$ cat config.mk
export PLATFORM = sky130hd
export DESIGN_NAME = uart_tx_fifo
export DESIGN_NICKNAME = d
export VERILOG_FILES = /design/src/rtl/uart_tx_fifo.sv
export SDC_FILE = /design/constraint.sdc
export NUM_CORES = 1
export LEC_CHECK = 0
export ABC_AREA = 1
export BUFFER_PORTS_ARGS = -buffer_cell sky130_fd_sc_hd__clkbuf_2
export CAP_MARGIN = 10
export CORE_MARGIN = 2
export CORE_UTILIZATION = 30
export CTS_BUF_LIST = sky130_fd_sc_hd__clkbuf_8
export DETAILED_ROUTE_END_ITERATION = 8
export HOLD_SLACK_MARGIN = 0.08
export PLACE_DENSITY_LB_ADDON = 0.12
export SLEW_MARGIN = 20
export SYNTH_ARGS = -nofsm -noshare
export SYNTH_HDL_FRONTEND = slang
export SYNTH_SLANG_ARGS = --single-unit
$ cat constraint.sdc
create_clock -name clk -period 2.6 [get_ports clk]
set_input_delay 0.52 -clock clk [delete_from_list [all_inputs] [get_ports clk]]
set_output_delay 0.52 -clock clk [all_outputs]
set_load 0.005 [all_outputs]
$ cat src/rtl/uart_tx_fifo.sv
// Transmit byte queue in front of tx_engine: buffers processor writes and hands
// them out one at a time with a load pulse whenever the engine reports ready.
module uart_tx_fifo #(
  parameter int unsigned WIDTH = 8,
  parameter int unsigned AW    = 4
) (
  input  logic             clk,
  input  logic             reset,
  input  logic             wr_en,
  input  logic [WIDTH-1:0] wr_data,
  input  logic             ovf_clr,
  input  logic             tx_txrdy,
  output logic             tx_load,
  output logic [WIDTH-1:0] tx_data,
  output logic             full,
  output logic             empty,
  output logic [AW:0]      count,
  output logic             ovf,
  output logic             tx_done
);

  localparam int unsigned DEPTH = 2 ** AW;

  typedef enum logic [1:0] {StIdle, StLoad, StBusy} state_e;

  state_e           state_q, state_d;
  logic [AW-1:0]    wr_ptr_q, wr_ptr_d;
  logic [AW-1:0]    rd_ptr_q, rd_ptr_d;
  logic [AW:0]      count_q, count_d;
  logic             ovf_q, ovf_d;
  logic [WIDTH-1:0] tx_data_q, tx_data_d;
  logic             tx_done_q, tx_done_d;
  logic             seen_busy_q, seen_busy_d;
  logic [WIDTH-1:0] mem_q [DEPTH];

  logic wr_ok;
  logic pop;

  assign full  = (count_q == (AW + 1)'(DEPTH));
  assign empty = (count_q == '0);
  assign count = count_q;
  assign ovf   = ovf_q;
  assign tx_data = tx_data_q;
  assign tx_done = tx_done_q;

  // Full is judged on the registered count, so a same-edge pop never rescues a write.
  assign wr_ok = wr_en & ~full;
  assign pop   = (state_q == StIdle) & ~empty & tx_txrdy;

  always_ff @(posedge clk) begin
    if (wr_ok) begin
      mem_q[wr_ptr_q] <= wr_data;
    end
  end

  // Datapath next-state: pointers, occupancy, overflow flag, output byte.
  always_comb begin
    wr_ptr_d  = wr_ptr_q;
    rd_ptr_d  = rd_ptr_q;
    count_d   = count_q;
    ovf_d     = ovf_q;
    tx_data_d = tx_data_q;

    if (wr_ok) begin
      wr_ptr_d = wr_ptr_q + 1'b1;
    end
    if (pop) begin
      rd_ptr_d  = rd_ptr_q + 1'b1;
      tx_data_d = mem_q[rd_ptr_q];
    end

    case ({wr_ok, pop})
      2'b10:   count_d = count_q + 1'b1;
      2'b01:   count_d = count_q - 1'b1;
      default: count_d = count_q;
    endcase

    // A rejected write takes priority over a clear on the same edge.
    if (wr_en && full) begin
      ovf_d = 1'b1;
    end else if (ovf_clr) begin
      ovf_d = 1'b0;
    end
  end

  // FSM next-state: issue a load, then wait for the engine to go busy and come back.
  always_comb begin
    state_d     = state_q;
    seen_busy_d = seen_busy_q;
    tx_done_d   = 1'b0;

    unique case (state_q)
      StIdle: begin
        if (pop) begin
          state_d = StLoad;
        end
      end
      StLoad: begin
        state_d     = StBusy;
        seen_busy_d = 1'b0;
      end
      StBusy: begin
        seen_busy_d = seen_busy_q | ~tx_txrdy;
        if (seen_busy_q && tx_txrdy) begin
          state_d   = StIdle;
          tx_done_d = 1'b1;
        end
      end
      default: begin
        state_d     = StIdle;
        seen_busy_d = 1'b0;
      end
    endcase
  end

  always_comb begin
    tx_load = (state_q == StLoad);
  end

  always_ff @(posedge clk or negedge reset) begin
    if (!reset) begin
      state_q     <= StIdle;
      wr_ptr_q    <= '0;
      rd_ptr_q    <= '0;
      count_q     <= '0;
      ovf_q       <= 1'b0;
      tx_data_q   <= '0;
      tx_done_q   <= 1'b0;
      seen_busy_q <= 1'b0;
    end else begin
      state_q     <= state_d;
      wr_ptr_q    <= wr_ptr_d;
      rd_ptr_q    <= rd_ptr_d;
      count_q     <= count_d;
      ovf_q       <= ovf_d;
      tx_data_q   <= tx_data_d;
      tx_done_q   <= tx_done_d;
      seen_busy_q <= seen_busy_d;
    end
  end

endmodule
==> run metrics <==
outcome finished clean; Seq cells post-synth between 150 and 200; via-per-instance ratio ~4.4; FILL cells ~2,200; Avg Synthesized Cell Area 10.1 µm²; CTS Sinks around 150; starting density of the core 0.303; multiplexer share of the synthesized area 0; RSZ-0062 raised after global routing false; count leader, synth nand2_1; Yosys top cell by area edfxtp_1; R2R Setup Slk 0.32 ns; Worst Path Arrival about 2.7 ns; vias ~4,500; area share of fa/ha/maj cells after synthesis 0.0195; Tot GR Track Use 0.146; Antenna Nets Post-Route 0; H-tree depth 4; clock buffer depth 2; post-synthesis simple-gate area fraction 0.210; die area 23,900 µm²; first-pass GRT wire length 25,800 µm; number of detailed-routing iterations run before antenna repair 4; maximum clock rate 438 MHz; hpwl dp ~10,000 µm; post-synthesis cell area just under 7000 µm²; Commonest cells post-synth 214 x nand2_1, 128 x edfxtp_1, 116 x inv_1, 98 x nand3_1, 26 x dfrtp_1; top_reg_cell synth edfxtp_1; core footprint 22,500 µm²; largest family of logic cells by synthesized area simple AND/OR/NAND/NOR gates; Leak approximately 0.0034 µW; largest net degree at the start of global routing between 60 and 70; Total Neg Setup Slack 0 ns; Placed Area between 7000 and 8000 µm²; Final nets about 750; Int Pwr around 4700 µW; Synthesized Nets between 600 and 700; clock latency on the worst-skew pair approximately 0.45 ns; Critical Path RT around 3.0 ns; EDFF count, synth about 130; power density over the cells between 1000 and 1500 nW/µm²; Tcrit/Tclk final 0.878; Reg area approximately 4500 µm²; Final Hold Fails 0; XOR/XNOR Fraction of Synth Area 0.0116; Hold WC Path Type primary input to async pin; DRC errors left 0; routed len/inst ~16 µm; Initial DRC Count ~260; Die H approximately 150 µm; routability cong. between 0.7 and 0.8; sw power between 3000 and 4000 µW; Antenna Cells 0; Clock Power Share 0.197; worst-path fanout max 5; sequential share of the synthesized area 0.659; area share of the largest cell type after synthesis 0.564; final instance area 7700 µm²; # IOs 31; sw frac 0.399; clock slew at reported path FFs approximately 0.080 ns; max cap viols 0; final max-slew violation count 0; antenna violations before repair 0; Post-CTS Setup Bufs 0; vias in the first global route between 4,000 and 5,000; Worst Setup End Kind flip-flop; cts repair resizes 0; layout cells sized above 1 0.124; count of cell types in the netlist 27; count of final setup violators 0; Fin Clk Skew about 0.016 ns; top cells by area, synth edfxtp_1 56%, nand2_1 12%, dfrtp_1 9.5%, nand3_1 7.2%, inv_1 6.4%; asr flop ratio synth 0.169; startpoint types flip-flop; CTS Hold Bufs 0; # rows 55; post-synthesis cell count 673; Inserted Clock Buffers 17; Die W between 150 and 200 µm; # port buffers 30; critical path class flip-flop to flip-flop; clk root buf clkbuf_8; P&R area growth vs syn 13.0%; Ys Warns 0; sequential power share 0.419; post-route minimum period roughly 2.3 ns; Slew Limit Headroom 0.468; Compound-Gate Fraction of Synth Area 0.00936; GR Overflow Total 0; final WL 16,500 µm; Comb power frac 0.384; CTS tree done; Worst Max-Slew Pin Slew approximately 0.8 ns; multi-input logic area 1710 µm²; Max IR drop VDD just under 500 µV
==> power groups by stage <==
| stage | Clock, µW | Sequential (µW) | Combinational (µW) |
|---|---|---|---|
| after global placement | 0 | 3300 | 3030 |
| after floorplan | 0 | 3280 | 2020 |
| final | 1530 | 3260 | 2990 |
| after global routing | 1680 | 3300 | 3420 |
| after detailed placement | 0 | 3310 | 3050 |
| after CTS | 1600 | 3260 | 3060 |
==> state kept, by name, indices dropped and copies added, names as in the netlist <==
signal       cells
seen_busy_q      1
ovf              1
rd_ptr_q         4
tx_done          1
mem_q          128
state_q          2
count            5
wr_ptr_q         4
tx_data          8
==> critical path, cell delays in order, from the launching register on <==
cell     delay (ns)
dfrtp_1        0.46
nor2_2         0.14
nand2_1        0.07
nor2_1         0.11
inv_1          0.05
nand2_1        0.07
inv_1          0.06
ha_1           0.27
fa_1           0.43
a21oi_1        0.14
nor2_1         0.05
nor2_1         0.10
xor2_1         0.15
nand2_1        0.06
nand2_1        0.06
==> final cells by class <==
cell class / count / share of cell area
flip-flops and latches: 154 / 0.584
multi-input cells: 372 / 0.222
inverters: 119 / 0.0580
repair buffers: 58 / 0.0484
well taps: 285 / 0.0463
clock buffers: 17 / 0.0304
clock inverters: 15 / 0.0114
==> through the flow <==
stage          total power (µW)  instances  setup slack, ns   util  hold WS [ns]
2_1_floorplan              5310        673            0.261      -         0.224
3_3_place_gp               6330        988            0.343  0.328         0.471
3_5_place_dp               6360        988            0.338  0.328         0.475
4_1_cts                    7920       1020            0.305  0.342         0.114
5_1_grt                    8400       1020           0.0782  0.342         0.138
6_report                   7780       1020            0.317  0.342         0.108
==> logic make-up (layout without fill, tap and decap cells) <==
group / Yosys count / after routing
compound gates: 11 / 11
xor+xnor: 9 / 9
fa+ha+maj: 10 / 10
buf+inv: 147 / 209
flops: 154 / 154
simple gates: 342 / 342
==> placed cells by master, fill, tap and decap left out, drive strengths merged <==
cell type	Yosys	layout
o21ai	5	5
edfxtp	128	128
inv	118	122
xor2	7	7
nor2	13	13
fa	1	1
a21oi	3	3
buf	27	28
dfrtp	26	26
clkbuf	1	47
o22ai	1	1
a31oi	1	1
clkinv	1	7
a21boi	1	1
clkinvlp	0	5
ha	9	9
xnor2	2	2
nand4	1	1
nor3	14	14
nand3	98	98
nand2	215	215
or2	1	1
==> path summary, 6_finish.rpt <==
kind / from / end / cells after the start
hold / removal: reset / tx_done / 1
min in group clk: ovf_clr / ovf / 2
setup / recovery: count[1] / count[4] / 14
hold reg to reg: tx_data[5] / tx_data[5] / 2
setup reg to reg: count[1] / count[4] / 14
max in group asynchronous: reset / rd_ptr_q[0] / 1
==> layer usage <==
metal / share of wire / wire (µm) / GRT usage
met5: 0 / 0 / 0
met4: 0.0079 / 131 / 0.0348
met3: 0.033 / 538 / 0.0328
met2: 0.48 / 7930 / 0.240
met1: 0.48 / 7900 / 0.197
Note: power is estimated with default switching activity, not from simulation.
